`config.mk`:
```
export PLATFORM = sky130hd
export DESIGN_NAME = audio_mixer
export DESIGN_NICKNAME = d
export VERILOG_FILES = /design/src/rtl/audio_mixer.sv
export SDC_FILE = /design/constraint.sdc
export NUM_CORES = 1
export LEC_CHECK = 0
export CAP_MARGIN = 0
export CELL_PAD_IN_SITES_DETAIL_PLACEMENT = 0
export CELL_PAD_IN_SITES_GLOBAL_PLACEMENT = 1
export CORE_UTILIZATION = 30
export DETAILED_ROUTE_END_ITERATION = 10
export DONT_BUFFER_PORTS = 1
export MAX_ROUTING_LAYER = met4
export PLACE_DENSITY = 0.52
export SKIP_LAST_GASP = 1
export SLEW_MARGIN = 20
export SYNTH_ARGS = -nofsm -noshare
export SYNTH_HDL_FRONTEND = slang
export SYNTH_SLANG_ARGS = --single-unit
```
`constraint.sdc`:
```
create_clock -name clk -period 7.3 [get_ports clk]
set_clock_uncertainty 0.2 [all_clocks]
set_input_delay 1.095 -clock clk [delete_from_list [all_inputs] [get_ports clk]]
set_output_delay 1.095 -clock clk [all_outputs]
set_load 0.02 [all_outputs]
```
`src/rtl/audio_mixer.sv`:
```
// rtl/audio_mixer.sv - mixes SSP, Mockingboard and speaker audio into saturated 16-bit L/R sample words
module audio_mixer #(
    parameter int CLOCK_SPEED_HZ       = 27_000_000,
    parameter int SAMPLE_RATE          = 44100,
    parameter int SPEAKER_IDLE_SAMPLES = 4410
) (
    input  logic        clk,
    input  logic        reset,
    input  logic [15:0] ssp_audio_i,
    input  logic [9:0]  mb_audio_l_i,
    input  logic [9:0]  mb_audio_r_i,
    input  logic        speaker_i,
    input  logic        speaker_en_i,
    input  logic [1:0]  gain_ssp_i,
    input  logic [1:0]  gain_mb_i,
    input  logic        mute_i,
    input  logic        clear_clip_i,
    output logic [15:0] core_l_o,
    output logic [15:0] core_r_o,
    output logic        sample_valid_o,
    output logic        clip_l_o,
    output logic        clip_r_o
);

    localparam logic [31:0] CLK_HZ   = 32'(CLOCK_SPEED_HZ);
    localparam logic [31:0] RATE     = 32'(SAMPLE_RATE);
    localparam int          IW       = $clog2(SPEAKER_IDLE_SAMPLES + 1);
    localparam logic [IW-1:0] IDLE_MAX = IW'(SPEAKER_IDLE_SAMPLES);

    // Fractional phase accumulator: SAMPLE_RATE strobes per CLOCK_SPEED_HZ cycles.
    logic [31:0] acc;
    logic [31:0] acc_sum;
    logic        strobe;

    assign acc_sum = acc + RATE;
    assign strobe  = (acc_sum >= CLK_HZ);

    always_ff @(posedge clk or posedge reset) begin
        if (reset) begin
            acc <= '0;
        end else begin
            acc <= strobe ? (acc_sum - CLK_HZ) : acc_sum;
        end
    end

    logic          spk_prev;
    logic [IW-1:0] idle_cnt;
    logic [IW-1:0] idle_next;
    logic          spk_on;

    always_comb begin
        idle_next = idle_cnt;
        if (speaker_i != spk_prev) begin
            idle_next = '0;
        end else if (idle_cnt != IDLE_MAX) begin
            idle_next = idle_cnt + 1'b1;
        end
    end

    // The speaker term looks at the count including this sample's toggle decision.
    assign spk_on = speaker_i & speaker_en_i & (idle_next < IDLE_MAX);

    logic        s1_valid;
    logic [15:0] s1_ssp;
    logic [9:0]  s1_mb_l;
    logic [9:0]  s1_mb_r;
    logic [1:0]  s1_gain_ssp;
    logic [1:0]  s1_gain_mb;
    logic        s1_mute;
    logic        s1_spk_on;

    always_ff @(posedge clk or posedge reset) begin
        if (reset) begin
            s1_valid    <= 1'b0;
            s1_ssp      <= '0;
            s1_mb_l     <= '0;
            s1_mb_r     <= '0;
            s1_gain_ssp <= '0;
            s1_gain_mb  <= '0;
            s1_mute     <= 1'b0;
            s1_spk_on   <= 1'b0;
            spk_prev    <= 1'b0;
            idle_cnt    <= '0;
        end else begin
            s1_valid <= strobe;
            if (strobe) begin
                s1_ssp      <= ssp_audio_i;
                s1_mb_l     <= mb_audio_l_i;
                s1_mb_r     <= mb_audio_r_i;
                s1_gain_ssp <= gain_ssp_i;
                s1_gain_mb  <= gain_mb_i;
                s1_mute     <= mute_i;
                s1_spk_on   <= spk_on;
                spk_prev    <= speaker_i;
                idle_cnt    <= idle_next;
            end
        end
    end

    logic [2:0]  mb_shift;
    logic [17:0] ssp_term;
    logic [17:0] mb_l_term;
    logic [17:0] mb_r_term;
    logic [17:0] spk_term;
    logic [17:0] sum_l;
    logic [17:0] sum_r;
    logic        over_l;
    logic        over_r;
    logic        clip_evt_l;
    logic        clip_evt_r;

    assign mb_shift   = {1'b0, s1_gain_mb} + 3'd3;
    assign ssp_term   = {2'b00, s1_ssp >> s1_gain_ssp};
    assign mb_l_term  = {8'b0, s1_mb_l} << mb_shift;
    assign mb_r_term  = {8'b0, s1_mb_r} << mb_shift;
    assign spk_term   = {4'b0, s1_spk_on, 13'b0};
    assign sum_l      = ssp_term + mb_l_term + spk_term;
    assign sum_r      = ssp_term + mb_r_term + spk_term;
    assign over_l     = (sum_l[17:16] != 2'b00);
    assign over_r     = (sum_r[17:16] != 2'b00);
    assign clip_evt_l = s1_valid & ~s1_mute & over_l;
    assign clip_evt_r = s1_valid & ~s1_mute & over_r;

    always_ff @(posedge clk or posedge reset) begin
        if (reset) begin
            core_l_o       <= '0;
            core_r_o       <= '0;
            sample_valid_o <= 1'b0;
            clip_l_o       <= 1'b0;
            clip_r_o       <= 1'b0;
        end else begin
            sample_valid_o <= s1_valid;
            if (s1_valid) begin
                if (s1_mute) begin
                    core_l_o <= '0;
                    core_r_o <= '0;
                end else begin
                    core_l_o <= over_l ? 16'hFFFF : sum_l[15:0];
                    core_r_o <= over_r ? 16'hFFFF : sum_r[15:0];
                end
            end
            // A clip event in the same cycle as a clear keeps the flag set.
            clip_l_o <= clip_evt_l | (clip_l_o & ~clear_clip_i);
            clip_r_o <= clip_evt_r | (clip_r_o & ~clear_clip_i);
        end
    end

endmodule

```
# Word-level counts from Yosys, hierarchy flattened
# Index checks and enable logic that the tools add are counted.
# totals
elab_cells,51
out_inout_bits,35
ff_bits,124
# op_classes
magnitude_cmp,2
n_reduce_logical,2
muxes,7
n_bitwise,11
shifts,3
n_eq_ne,2
n_addsub,8
# ops
cell,n
two-way mux 16 bit,4
adder 16 x 18 -> 18 bit,2
adder 18 x 14 -> 18 bit,2
<< shifter 10 x 3 -> 18 bit,2
"adder 32 x 16 -> 32 bit, second input constant",1
">= comparator 32 x 25 -> 1 bit, second input constant",1
two-way mux 32 bit,1
"subtractor 32 x 25 -> 32 bit, second input constant",1
two-way mux 13 bit,2
right shift 16 x 2 -> 16 bit,1
"adder 13 x 1 -> 13 bit, second input constant",1
"less-than comparator 13 bit, second input constant",1
"!= test 13 bit, second input constant",1
bitwise AND 1 bit,7
nonzero test 2 bit,2
"adder 2 x 2 -> 3 bit, second input constant",1
NOT 1 bit,2
OR 1 bit,2
!= test 1 bit,1

# Logic depth before layout (Yosys ltp)
# depth
ltp_word,7
mapped_depth,22

# Worst setup path before layout
# OpenSTA, ideal clock, no wires.
# synth_timing
path_kind,register to register
start,reg s1_gain_mb[0]
end,reg core_r_o[13]
path_stages_with_launch,20
arrival_time_ns,5.127
slack_ns,1.834
n_path_buf,3
path_cell_list,dfrtp_1 clkbuf_1 inv_1 buf_1 ha_1 clkbuf_1 mux2_2 a22o_1 and2_1 ha_1 ha_1 a21o_1 a21oi_1 o21ai_1 a2111oi_0 o41ai_1 nor4_1 a31oi_1 o41a_1 or4b_1
# synth_via
elab_chain_cells,7
# synth_lines
element,line,rtl
"start, declared",68,logic [1:0] s1_gain_mb;
"start signal, assigned",91,s1_gain_mb <= gain_mb_i;
adder 2 x 2 -> 3 bit (*),112,"assign mb_shift = {1'b0, s1_gain_mb} + 3'd3;"
<< shifter 10 x 3 -> 18 bit (*),115,"assign mb_r_term = {8'b0, s1_mb_r} << mb_shift;"
adder 16 x 18 -> 18 bit (*),118,assign sum_r = ssp_term + mb_r_term + spk_term;
adder 18 x 14 -> 18 bit (*),118,
nonzero test 2 bit,120,assign over_r = (sum_r[17:16] != 2'b00);
two-way mux 16 bit (*),139,core_r_o <= over_r ? 16'hFFFF : sum_r[15:0];
two-way mux 16 bit (*),134,if (s1_mute) begin
"end signal, assigned",139,
"end, declared",19,"output logic [15:0] core_r_o,"
# Mark *: on every way between the ends. The rest lies on a longest branch, timed or not.
# A chain may end at the register's enable or synchronous reset.

# Worst setup path in the final report
# layout_timing
start,reg s1_gain_mb[0]
end,reg core_l_o[9]
# layout_via
elab_chain_cells,7
# layout_lines
element,line,rtl
adder 2 x 2 -> 3 bit (*),112,
<< shifter 10 x 3 -> 18 bit (*),114,"assign mb_l_term = {8'b0, s1_mb_l} << mb_shift;"
adder 16 x 18 -> 18 bit (*),117,assign sum_l = ssp_term + mb_l_term + spk_term;
adder 18 x 14 -> 18 bit (*),117,
nonzero test 2 bit,119,assign over_l = (sum_l[17:16] != 2'b00);
two-way mux 16 bit (*),138,core_l_o <= over_l ? 16'hFFFF : sum_l[15:0];
two-way mux 16 bit (*),134,
"end signal, assigned",138,
"end, declared",18,"output logic [15:0] core_l_o,"
# Marks and branches as above.

==> results.toml <==
[pwr]
max-vdd-ir-drop_mv = 0.148
pwr_total_mw = 1.57
power_density_over_cell_area_nw_per_um2 = 154
leakage_nw = 4.45

[die]
starting_density_of_the_core_pct = 30.5
die_w_um = 178
die-area_um2 = 31800
floorplan.io_pins = 81
rows = 64
floorplan.core_area_um2 = 30600
fp.dieH_um = 178

[critical_path]
worst_r2r_path_depth = 17
setup.worst_path.class = "flop to flop"
setup.worst_path.start_class = "flop"
end_kind = "flop"
cp_slowest_stage_delay_ps = 760
worstPathMaxFanout = 28
critical-path-top-cell-by-count = "sky130_fd_sc_hd__ha_1"
cp_cell_sequence = "buf_4 > inv_1 > ha_1 > buf_4 > mux2_2 > o21ai_0 > o22ai_1 > ha_1 > ha_1 > or4_1 > a21oi_1 > o311ai_1 > a211oi_1 > o21bai_1 > a2111oi_0 > a211oi_4 > a311o_1"
worst_path_dominant_cell_family = "compound AO/OA/AOI/OAI gates"
cp_data_required_time_ps = 7410
worstPathBufferInverterCount = 3
critical-path-slowest-cell = "sky130_fd_sc_hd__a2111oi_0"
critical_path.reg2reg.startpoint = "s1_gain_mb[0]"
critical_path_arrival_ps = 6160
regToRegEndpoint = "core_l_o[9]"
r2r_slack_ps = 1260

[synth]
synth_flop_cell = "sky130_fd_sc_hd__dfrtp_1"
syn-cell-area_um2 = 9320
xor_xnor_share_of_the_synthesized_area_pct = 6.67
total_of_flip_flops_plus_latches_after_synthesis = 122
synthArstFlopShare_pct = 100
synth-compound-area-share_pct = 19.4
synth.avg_cell_area_um2 = 8.80
post_synth_main_area_contributors = "sky130_fd_sc_hd__dfrtp_1 (33%), sky130_fd_sc_hd__ha_1 (9.0%), sky130_fd_sc_hd__nand2_1 (7.0%), sky130_fd_sc_hd__xnor2_1 (4.6%), sky130_fd_sc_hd__o21ai_0 (3.0%)"
edff_count_synth = 0
synth_simple_gate_area_share_pct = 20.9
synth.mux.area_fraction_pct = 6.28
postSynthNetCount = 1176
yosys.area.top_type = "sky130_fd_sc_hd__dfrtp_1"
dominant_combinational_cell_family_by_area_after_synthesis = "simple AND/OR/NAND/NOR gates"
synth_cells = 1059
synth-adder-area-share_pct = 9.85
yosysWarnings = 0
post-synth-top-area-fraction_pct = 32.7
synth_cell_types = 83
ys_seq_area_share_pct = 32.7

[finish]
num-nets-final = 1144
syn2layout_area_growth_pct = 9.88
drive_gt1_share_pct = 8.85
fin_cells = 1435
antenna-diode-count = 0

[job]
drv_cap = 0

[timing]
final.min_clock_period_ps = 6040
worst_hold_slack_ps = 299
tightestPinTransition_ps = 980
fin_hold_viols = 0
rsz0062_at_grt = "no"
fmax_mhz = 166
finalSetupViolCount = 0
number_of_max_slew_violations_in_the_final_report = 0
finalCritPeriodShare_pct = 82.8
tns_ps = 0
pnr_worst_setup_slack_ps = 1260
max-slew-margin-rel_pct = 34.6

[status]
status = "completed"

[clocking]
numCtsBuffers = 17
postCtsSetupRepairBufs = 0
hold_buffers = 0
clock-root-buffer = "sky130_fd_sc_hd__clkbuf_16"
clkSinkCount = 122
ctsLongestPathBuffers = 2
cts-resized-gates = 0
insertion_delay_ps = 440
cts_htree_levels = 4
cts_tree = "done"
clk_pin_slew_ps = 60

[routing]
route.antenna.remaining_nets = 0
finalWirelength_um = 27100
vias_per_cell = 5.33
drt-pass1-iter-count = 5
initial_detailed_routing_violation_count = 371
wire_per_inst_um = 18.9
drcViolationCount = 0
vias = 7654

[global_route]
gr-usage-all-layers_pct = 18.4
vias_in_the_first_global_route = 7537
maximum_number_of_pins_on_one_net_before_global_route_repair = 70
antenna_found_initial = 0
grt_overflow = 0
grt_pass1_wl_um = 43400

[placed_design]
final_replace_weighted_congestion = 0.795
dp.cells = 1404
detailed_place_hpwl_um = 20400
port_buffers = 0
dpl_worst_slack_ps = 1470

[worst_hold_path]
hold-path-endpoint = "s1_ssp[1]"
min-delay-path-class = "flop to flop"
min_delay_startpoint = "s1_ssp[1]"
whs_path_depth = 2
per-stage QoR:
stage / util (%) / instance area, um2
2_1_floorplan: - / 9320
3_3_place_gp: 31.5 / 9630
3_5_place_dp: 31.5 / 9630
4_1_cts: 33.4 / 10200
5_1_grt: 33.5 / 10200
6_report: 33.5 / 10200
synth_stat cells (18+ instances only):
| library cell | instances |
|---|---|
| sky130_fd_sc_hd__nand2_1 | 174 |
| sky130_fd_sc_hd__buf_2 | 19 |
| sky130_fd_sc_hd__xor2_1 | 22 |
| sky130_fd_sc_hd__a21oi_1 | 44 |
| sky130_fd_sc_hd__nor2_1 | 71 |
| sky130_fd_sc_hd__a221o_1 | 26 |
| sky130_fd_sc_hd__nor3_1 | 30 |
| sky130_fd_sc_hd__inv_1 | 34 |
| sky130_fd_sc_hd__xnor2_1 | 49 |
| sky130_fd_sc_hd__mux2i_1 | 18 |
| sky130_fd_sc_hd__nand3_1 | 30 |
| sky130_fd_sc_hd__clkbuf_1 | 34 |
| sky130_fd_sc_hd__o21ai_0 | 56 |
| sky130_fd_sc_hd__dfrtp_1 | 122 |
| sky130_fd_sc_hd__ha_1 | 67 |
worst max path at each step:
stage	start	cells after the start	slack [ps]	to
floorplan	s1_gain_mb[0]	19	1830	core_r_o[13]
global placement	s1_gain_mb[0]	17	1540	core_r_o[13]
detailed placement	s1_gain_mb[0]	17	1470	core_l_o[9]
CTS	s1_gain_mb[0]	17	1440	core_r_o[13]
global route	s1_gain_mb[0]	17	820	core_l_o[12]
finish	s1_gain_mb[0]	17	1260	core_l_o[9]
tightest hold or removal path: stages, from the launching register on:
cell and delay, ps:
sky130_fd_sc_hd__dfrtp_1 360, sky130_fd_sc_hd__nand2_1 60, sky130_fd_sc_hd__nand2_1 50
layout make-up:
cell class / instances / area, um2
clock inverters: 14 / 175
inverters: 36 / 141
clock buffers: 17 / 425
flip-flops and latches: 122 / 3050
fillers: 3214 / 20300
repair buffers: 8 / 60.1
well taps: 396 / 495
multi-input cells: 842 / 5890
placed cells by master, fill, tap and decap left out, drive strengths merged, types with 6 or more instances in the layout:
| master | netlist | routed |
|---|---|---|
| a2111oi | 6 | 6 |
| a211oi | 14 | 14 |
| a21o | 15 | 15 |
| a21oi | 45 | 45 |
| a221o | 26 | 26 |
| a31oi | 9 | 9 |
| and2 | 13 | 13 |
| and3 | 15 | 15 |
| buf | 25 | 8 |
| clkbuf | 34 | 17 |
| clkinv | 0 | 8 |
| dfrtp | 122 | 122 |
| ha | 67 | 67 |
| inv | 36 | 36 |
| mux2 | 12 | 12 |
| mux2i | 18 | 18 |
| mux4 | 12 | 12 |
| nand2 | 174 | 174 |
| nand3 | 31 | 31 |
| nand4 | 10 | 10 |
| nor2 | 74 | 74 |
| nor2b | 10 | 10 |
| nor3 | 31 | 31 |
| nor3b | 6 | 6 |
| nor4 | 12 | 12 |
| o211ai | 6 | 6 |
| o21a | 7 | 7 |
| o21ai | 61 | 61 |
| o31ai | 9 | 9 |
| or2 | 7 | 7 |
| xnor2 | 49 | 49 |
| xor2 | 22 | 22 |
flip-flops by register name, summed over array words and instances, names as in the netlist:
register,flops
acc,30
clip_l_o,1
clip_r_o,1
core_l_o,16
core_r_o,16
idle_cnt,13
s1_gain_mb,2
s1_gain_ssp,2
s1_mb_l,10
s1_mb_r,10
s1_mute,1
s1_spk_on,1
s1_ssp,16
s1_valid,1
sample_valid_o,1
spk_prev,1
layer usage:
layer,part of all wire (%),wire (um),GRT usage [%]
met1,48,13000,24.2
met2,48,12900,29.3
met3,3.1,841,3.03
met4,1.3,355,5.01
met5,0,0,-
where the power goes:
part	internal (mW)	switching, mW	leakage (nW)
Sequential	0.676	0	1.43
Clock	0.536	0.344	0.285
Combinational	0.00216	0.0162	2.73
logic make-up (layout without fill, tap and decap cells):
logic type,after synthesis,after routing
AOI/OAI and AO/OA,249,249
xor gates and xnor gates,71,71
adders and majority gates,71,71
buffers and inverters,95,75
DFF,122,122
muxes,42,42
and+or+nand+nor,409,409
No activity file was read; power rests on OpenSTA's default activity.
